===== src/rtl/mul_ctrl.sv =====
`default_nettype none
// ============================================================================
// Module   : mul_ctrl
// Brief    : Two-stage RV32M multiply wrapper around a combinational multiplier
//            (operand extension in S1, result word select in S2).
// Revision : 1.0 - initial release
// ============================================================================
module mul_ctrl #(
  parameter int XLEN = 32
) (
  input  logic              clk,
  input  logic              rst,
  input  logic              flush,
  input  logic              in_valid,
  output logic              in_ready,
  input  logic [1:0]        in_op,
  input  logic [XLEN-1:0]   in_rs1,
  input  logic [XLEN-1:0]   in_rs2,
  input  logic [4:0]        in_rd,
  output logic [XLEN:0]     mul_x,
  output logic [XLEN:0]     mul_y,
  input  logic [2*XLEN+1:0] mul_z,
  output logic              out_valid,
  input  logic              out_ready,
  output logic [XLEN-1:0]   out_data,
  output logic [4:0]        out_rd,
  output logic              busy
);

  localparam logic [1:0] c_OP_MUL   = 2'b00;
  localparam logic [1:0] c_OP_MULH  = 2'b01;
  localparam logic [1:0] c_OP_MULHU = 2'b11;

  logic            r_valid1;
  logic [1:0]      r_op1;
  logic [4:0]      r_rd1;
  logic [XLEN:0]   r_x1;
  logic [XLEN:0]   r_y1;
  logic            r_valid2;
  logic [XLEN-1:0] r_data2;
  logic [4:0]      r_rd2;

  logic w_s2_ready;
  logic w_s1_adv;
  logic w_s1_load;
  logic w_sx;
  logic w_sy;
  logic w_z_unused;

  assign w_s2_ready = !r_valid2 | out_ready;
  assign w_s1_adv   = r_valid1 & w_s2_ready;
  assign in_ready   = !flush & (!r_valid1 | w_s2_ready);
  assign w_s1_load  = in_valid & in_ready;

  assign w_sx = (in_op != c_OP_MULHU);
  assign w_sy = (in_op == c_OP_MUL) | (in_op == c_OP_MULH);

  // The two guard bits of the 66-bit product never reach the result.
  assign w_z_unused = ^mul_z[2*XLEN+1:2*XLEN];

  always_ff @(posedge clk or posedge rst) begin
    if (rst) begin
      r_valid1 <= 1'b0;
      r_valid2 <= 1'b0;
    end else if (flush) begin
      r_valid1 <= 1'b0;
      r_valid2 <= 1'b0;
    end else begin
      if (w_s1_load)
        r_valid1 <= 1'b1;
      else if (w_s1_adv)
        r_valid1 <= 1'b0;
      if (w_s2_ready)
        r_valid2 <= w_s1_adv;
    end
  end

  always_ff @(posedge clk or posedge rst) begin
    if (rst) begin
      r_op1 <= '0;
      r_rd1 <= '0;
      r_x1  <= '0;
      r_y1  <= '0;
    end else if (w_s1_load) begin
      r_op1 <= in_op;
      r_rd1 <= in_rd;
      r_x1  <= {w_sx & in_rs1[XLEN-1], in_rs1};
      r_y1  <= {w_sy & in_rs2[XLEN-1], in_rs2};
    end
  end

  // Skip the S2 update on a flush; the contents are dead anyway.
  always_ff @(posedge clk or posedge rst) begin
    if (rst) begin
      r_data2 <= '0;
      r_rd2   <= '0;
    end else if (w_s1_adv & !flush) begin
      r_data2 <= (r_op1 == c_OP_MUL) ? mul_z[XLEN-1:0] : mul_z[2*XLEN-1:XLEN];
      r_rd2   <= r_rd1;
    end
  end

  assign mul_x     = r_x1;
  assign mul_y     = r_y1;
  assign out_valid = r_valid2;
  assign out_data  = r_data2;
  assign out_rd    = r_rd2;
  assign busy      = r_valid1 | r_valid2;

endmodule
`default_nettype wire


===== config.mk =====
export PLATFORM = sky130hd
export DESIGN_NAME = mul_ctrl
export DESIGN_NICKNAME = d
export VERILOG_FILES = /design/src/rtl/mul_ctrl.sv
export SDC_FILE = /design/constraint.sdc
export NUM_CORES = 1
export LEC_CHECK = 0
export ABC_AREA = 1
export BUFFER_PORTS_ARGS = -buffer_cell sky130_fd_sc_hd__buf_2
export CAP_MARGIN = 40
export CORE_MARGIN = 2
export CORE_UTILIZATION = 38
export CTS_BUF_LIST = sky130_fd_sc_hd__clkbuf_4
export DETAILED_ROUTE_END_ITERATION = 12
export GPL_ROUTABILITY_DRIVEN = 0
export HOLD_SLACK_MARGIN = 0.12
export MAX_ROUTING_LAYER = met4
export PLACE_DENSITY = 0.66
export RECOVER_POWER = 100
export SYNTH_ARGS = -nofsm -noshare
export SYNTH_HDL_FRONTEND = slang
export SYNTH_SLANG_ARGS = --single-unit

===== constraint.sdc =====
create_clock -name clk -period 3.6 [get_ports clk]
set_input_delay 0.18 -clock clk [delete_from_list [all_inputs] [get_ports clk]]
set_output_delay 0.18 -clock clk [all_outputs]
set_load 0.05 [all_outputs]

; Word-level counts from Yosys, hierarchy flattened
; Index checks and enable logic that the tools add are counted.
[classes]
eq_ne = 2
n_reduce_logical = 7
muxes = 6
n_bitwise = 10
[ops]
columns = cell, count
row1 = 32-bit two-way mux, 1
row2 = 1-bit AND, 6
row3 = 1-bit two-way mux, 5
row4 = 2-bit logical NOT, 2
row5 = 1-bit OR, 4
row6 = 1-bit logical NOT, 3
row7 = 3-bit nonzero test, 1
row8 = 2-bit by 1-bit == test with 1-bit output (second input constant), 1
row9 = 2-bit inequality test (second input constant), 1
row10 = 2-bit nonzero test, 1
[word_totals]
inputBits = 142
word_cells = 33
register_bits = 112
out_inout_bits = 106

; Logic depth before layout (Yosys ltp)
; Gate-level depths: netlist of run 1.
[depth]
ltp_word = 7
mapped_depth = 7
ltp_nobuf = 6

; Worst setup path after synthesis of run 1
; No wires, ideal clock.
[synth_timing]
path_type = reg-to-output
startpoint = register r_valid2, in the netlist out_valid
endpoint = output in_ready
setup_slack_ps = 2004
required_time_ps = 3420
path_stages_with_launch = 5
arrival_ps = 1416
path_buffers = 1
path_cell_list = dfrtp_1 nand3_2 clkbuf_1 nand2_1 inv_1
[synth_via]
elab_chain_len = 4
[synth_rtl]
columns = item, line
row1 = from (decl), 39  ; logic r_valid2;
row2 = from (signal assigned), 74  ; r_valid2 <= w_s1_adv;
row3 = 1-bit logical NOT, 50  ; assign w_s2_ready = !r_valid2 | out_ready;
row4 = 1-bit OR, 50
row5 = 1-bit OR, 52  ; assign in_ready = !flush & (!r_valid1 | w_s2_ready);
row6 = 1-bit AND, 52
row7 = to (decl), 15  ; output logic in_ready,
; No other way between the ends.

; Worst setup path in the final report of run 1
[layout_timing]
startpoint = register r_op1[0]
endpoint = register r_data2[17], in the netlist out_data[17]
[layout_via]
elab_chain_len = 2
[layout_rtl]
columns = item, line
row1 = from (decl), 35  ; logic [1:0] r_op1;
row2 = from (signal assigned), 85  ; r_op1 <= in_op;
row3 = 2-bit logical NOT, 98  ; r_data2 <= (r_op1 == c_OP_MUL) ? mul_z[XLEN-1:0] : mul_z[2*XLEN-1:XLEN];
row4 = 32-bit two-way mux, 98
row5 = to (signal assigned), 98
row6 = to (decl), 40  ; logic [XLEN-1:0] r_data2;
; No other way between the ends.
; A chain may end at the register's enable or synchronous reset.

==> results.toml, run 1 <==
[worst_setup_path]
cp-end-kind = "register"
cp.required_ns = 4.01
start_kind = "register"
rrSetupSlack_ns = 0.73
worst_ep_arrival_time_ns = 3.27
rr_worst_depth = 8
crit_fanout = 34
crit_type = "register to register"

[timing]
setup_slack_ns = 0.732
tns_ns = 0
finalHoldViolCount = 0
fmaxAchievable_ghz = 0.349
timing.final.crit_share_pct = 79.7
period_needed_ns = 2.87
clock_skew_ns = 0.0136
setup_viol_count_final = 0
relSlewSlack_pct = -12.4
worst_pin_slew_ns = 1.69
finalMaxSlewViolations = 39
rsz0062_at_grt = "false"

[logic_synthesis]
synth-warning-count = 0
synth_top_cell_area_share_pct = 56.0
synthCells = 604
ys_top_cells_by_area = "dfrtp_1, nand2_1, nand4_1"
synth_cell_type_count = 17
ys_seq_elements = 112
syn_area_um2 = 5000
synth_largest_area_cell = "dfrtp_1"
seq_area_frac_synth_pct = 56.0
avgSynthCellArea_um2 = 8.28
syn-num-nets = 746

[detailed_routing]
wirelength_mm = 17.4
firstDrtPassIters = 5
vias = 5608
routedWlPerCell_um = 15.3
route.detailed.drc = 0
postRouteAntennaNets = 0
viasPerCell = 4.92
first_iter_violations = 400

[clock_network]
clk_pin_slew_ns = 0.16
root_buffer = "clkbuf_4"
clkLatencyLatePin_ns = 0.47
postCtsSetupBuffers = 0
htree_levels = 3
clockBufferDepth = 2
numCtsBuffers = 9
tritoncts = "done"
cts.sinks = 112
cts_resized = 0

[floorplan]
ios = 248
die-area_um2 = 14100
initial_core_util_pct = 39.3
rows = 41
die-width_um = 119
die_y_um = 119
core_area_um2 = 12700

[pwr]
power_density_nw_per_um2 = 494
ir_worst_vdd_mv = 0.234
p_leak_nw = 4.00

[finish]
layout_commonest_cell = "nand2_1"
postLayoutCoreUtil_pct = 60.2
most-common-layout-cells = "nand2_1, dlygate4sd3_1, buf_2"
nets = 1105
antennaDiodeCount = 0
drive_gt1_share_pct = 16.9
syn2layout_area_growth_pct = 53.1

[hold_path]
hold_class = "input pin to register"
whs_path_depth = 4

[outcome]
violations = "capacitance limit, slew limit"
status = "finished with violations"

[global_routing]
grt_usage_pct = 25.5
grt_max_degree = 76
grt_pass1_wl_mm = 28.0
grt_overflow = 0
grt_pass1_vias = 5523
antenna_found_initial = 0

[run]
max-cap-violations = 1

[placement]
port_buffers = 245
dp_hpwl_mm = 9.65
dpl_worst_slack_ns = 1.76
worst paths after layout:
kind | from | endpoint
worst min-delay path | in_valid | r_valid1
worst min register to register | mul_y[19] | mul_y[19]
worst max register to register | r_op1[0] | out_data[17]
worst max-delay path | r_op1[0] | out_data[17]
min in group asynchronous | rst | out_data[8]
max in group asynchronous | rst | mul_x[18]
cells by family (layout without fill, tap and decap cells):
logic type      after synthesis  after routing  synth area share [%]
flops                       112            112                  56.0
compound gates               35             35                  3.50
buf+inv                      55            419                  6.15
simple gates                402            402                  34.3
power by group:
| group | leakage (nW) | switching (W) | total, W | internal [W] |
|---|---|---|---|---|
| sequential | 1.40 | 0.000110 | 0.00157 | 0.00146 |
| combinational | 2.53 | 0.00113 | 0.00154 | 0.000407 |
| clock | 0.0747 | 0.000407 | 0.000682 | 0.000275 |
cells in the mapped netlist:
cell type and n:
buf_4 9, clkbuf_2 1, o21ai_0 27, nor2_1 1
inv_2 2, buf_2 23, dfrtp_1 112, inv_1 6
nand2_1 323, o21ai_1 6, a21oi_1 2, buf_6 5
nor2_2 1, nand3_2 3, or2_2 1, clkbuf_1 9
nand4_1 73
per-stage QoR:
| stage | instances | power, W | hold slack [ns] | area (µm²) |
|---|---|---|---|---|
| final | 1140 | 0.00378 | 0.380 | 7650 |
| after global routing | 1140 | 0.00398 | 0.405 | 7650 |
| after CTS | 1140 | 0.00384 | 0.171 | 7820 |
| after detailed placement | 985 | 0.00298 | 0.169 | 6280 |
| after global placement | 983 | 0.00296 | 0.374 | 6230 |
| after floorplan | 604 | 0.00260 | 0.243 | 5000 |
what timing repair did:
item,in CTS,in global routing
endpoints found under the setup margin,0,0
hold buffers,139,0
endpoints found under the hold margin,198,0
state kept, by name, indices dropped and copies added (netlist names):
name	flops
mul_x	33
out_data	32
mul_y	33
out_rd	5
r_rd1	5
out_valid	1
r_op1	2
r_valid1	1
cell type report:
cell class,count,area [µm²]
timing repair buffer,395,2580
fill,1127,5070
inverter,8,31.3
clock buffer,9,67.6
clock inverter,7,86.3
sequential,112,2800
tap,172,215
multi-input combinational,437,1870
routing by layer:
metal | global-route usage (%) | wire [µm] | vias up | part of all wire, %
li1 | - | - | 2676 | -
met4 | 9.38 | 384 | 0 | 2.2
met5 | - | 0 | - | 0
met3 | 5.02 | 1480 | 27 | 8.5
met1 | 33.4 | 7340 | 2610 | 42
met2 | 39.3 | 8230 | 295 | 47
worst max-delay path, stage by stage (launching register included):
cell           delay (ns)
dfrtp_1              0.39
clkbuf_2             0.40
nor2_1               0.84
buf_8                0.26
nand2_1              0.09
nand2_1              0.08
dlygate4sd3_1        0.57
nand2_1              0.06
nand2_1              0.10
No activity file was read; power rests on OpenSTA's default activity.
==> run 2: changes to the inputs <==
Settings changed: ABC_AREA 1 to 0, PLACE_DENSITY 0.66 to 0.67.
Clock period 3.6 ns to 3 ns, I/O delays scaled along.
==> results.toml, run 2 <==
[timing]
rsz0062_at_grt = "false"
setup_viol_count_final = 0
worst_pin_slew_ns = 1.47
finalHoldViolCount = 0
setup_slack_ns = 0.455
relSlewSlack_pct = 2.07
finalMaxSlewViolations = 0
tns_ns = 0
timing.final.crit_share_pct = 84.8
clock_skew_ns = 0.0268
fmaxAchievable_ghz = 0.393
period_needed_ns = 2.54

[placement]
dp_cells = 689
dp_hpwl_mm = 7.66
dpl_worst_slack_ns = 0.961
port_buffers = 245

[clock_network]
numCtsBuffers = 9
postCtsHoldBufs = 139
clk_pin_slew_ns = 0.16
cts.sinks = 112
cts_resized = 0
clockBufferDepth = 2
root_buffer = "clkbuf_4"
tritoncts = "done"
clkLatencyLatePin_ns = 0.44
postCtsSetupBuffers = 0
htree_levels = 3

[logic_synthesis]
syn-num-nets = 425
seq_area_frac_synth_pct = 56.9
ys_seq_elements = 112
syn_area_um2 = 4930
synth_edf_count = 0
synth_largest_area_cell = "dfrtp_1"
synthCells = 283
synth_top_cell_area_share_pct = 56.9
synth_cell_type_count = 15
synth_common_cells = "dfrtp_1, mux2_2, mux2_4"
ys_top_cells_by_area = "dfrtp_1, mux2_4, mux2_2"
synth-warning-count = 0
post-synth-top-count-cell = "dfrtp_1"
avgSynthCellArea_um2 = 17.4
synth_ff_type = "dfrtp_1"
synth-async-reset-ratio_pct = 100

[detailed_routing]
wirelength_mm = 12.6
routedWlPerCell_um = 14.9
vias = 3777
route.detailed.drc = 0
firstDrtPassIters = 4
postRouteAntennaNets = 0
first_iter_violations = 116
viasPerCell = 4.48

[worst_setup_path]
start_kind = "register"
cp-end-kind = "register"
crit_type = "register to register"
worst_ep_arrival_time_ns = 2.86
cp.required_ns = 3.32
crit_fanout = 32

[finish]
nets = 809
most-common-layout-cells = "dlygate4sd3_1, buf_2, dfrtp_1"
multi_input_area_um2 = 1690
regArea_um2 = 2800
syn2layout_area_growth_pct = 49.1
drive_gt1_share_pct = 34.5
final_cells = 844
layout_commonest_cell = "dlygate4sd3_1"
fillers = 1120

[floorplan]
initial_core_util_pct = 39.0
die-width_um = 118
core_area_um2 = 12600
die-area_um2 = 13900
die_y_um = 118
ios = 248
rows = 41

[global_routing]
antenna_found_initial = 2
grt_max_degree = 113
grt_pass1_wl_mm = 20.7
grt_overflow = 0
grt_pass1_vias = 4265
grt_usage_pct = 18.9

[pwr]
p_leak_nw = 3.27
power_density_nw_per_um2 = 629
ir_worst_vdd_mv = 0.306

[run]
max-cap-violations = 0

[outcome]
status = "complete, no violations"

[hold_path]
hold_class = "input pin to register"
run 2: area by class of cell:
cell class	count	share of cell area [%]
sequential	112	38.2
timing repair buffer	388	34.2
multi-input combinational	155	23.0
tap	172	2.93
clock buffer	9	0.920
clock inverter	5	0.681
inverter	1	0.102
antenna	2	0.0681
run 2: cells by family after synthesis:
logic type | count (synthesis) | share of synthesized area [%]
multiplexers | 142 | 37.8
flip-flops | 112 | 56.9
buffers and inverters | 16 | 3.81
AND/OR/NAND/NOR | 12 | 1.35
AO/OA/AOI/OAI | 1 | 0.152
run 2: routing by layer:
metal | routed length [µm] | part of all wire (%) | up-vias | track usage, %
li1 | - | - | 1771 | -
met5 | 0 | 0 | - | -
met2 | 6500 | 52 | 161 | 33.9
met3 | 910 | 7.2 | 11 | 5.72
met1 | 4990 | 40 | 1834 | 20.5
met4 | 157 | 1.3 | 0 | 4.29
run 2: where the power goes:
part           total, W  internal [W]  leakage [nW]  switching (W)
clock network  0.000680      0.000240        0.0627       0.000441
logic           0.00198      0.000596          1.88        0.00138
registers       0.00196       0.00180          1.32       0.000160
total           0.00462       0.00263          3.27        0.00198
run 2: final timing paths:
check | from | endpoint | slack, ns | cells after the start
worst max-delay path | r_op1[1] | out_data[23] | 0.46 | 5
min in group asynchronous | rst | mul_y[18] | 0.80 | 4
worst min-delay path | in_rs1[24] | mul_x[24] | 0.44 | 3
max in group asynchronous | rst | r_op1[0] | 1.29 | 4
worst max register to register | r_op1[1] | out_data[23] | 0.46 | 5
worst min register to register | mul_x[23] | mul_x[23] | 0.51 | 1
run 2: worst max-delay path, cell delays in order, from the launching register on:
cell and delay (ns):
dfrtp_1 0.41, nor2_1 0.12, clkbuf_2 0.62, mux2_2 0.42, dlygate4sd3_1 0.57, mux2_2 0.27
run 2: per-stage QoR:
| stage | power (W) | cell area, µm² | util [%] | hold WS, ns |
|---|---|---|---|---|
| final | 0.00462 | 7340 | 58.2 | 0.437 |
| after global placement | 0.00395 | 6250 | 49.5 | 0.365 |
| after detailed placement | 0.00397 | 6250 | 49.5 | 0.375 |
| after global routing | 0.00485 | 7340 | 58.2 | 0.392 |
| after CTS | 0.00486 | 7760 | 61.5 | 0.410 |
| after floorplan | 0.00349 | 4930 | - | 0.216 |
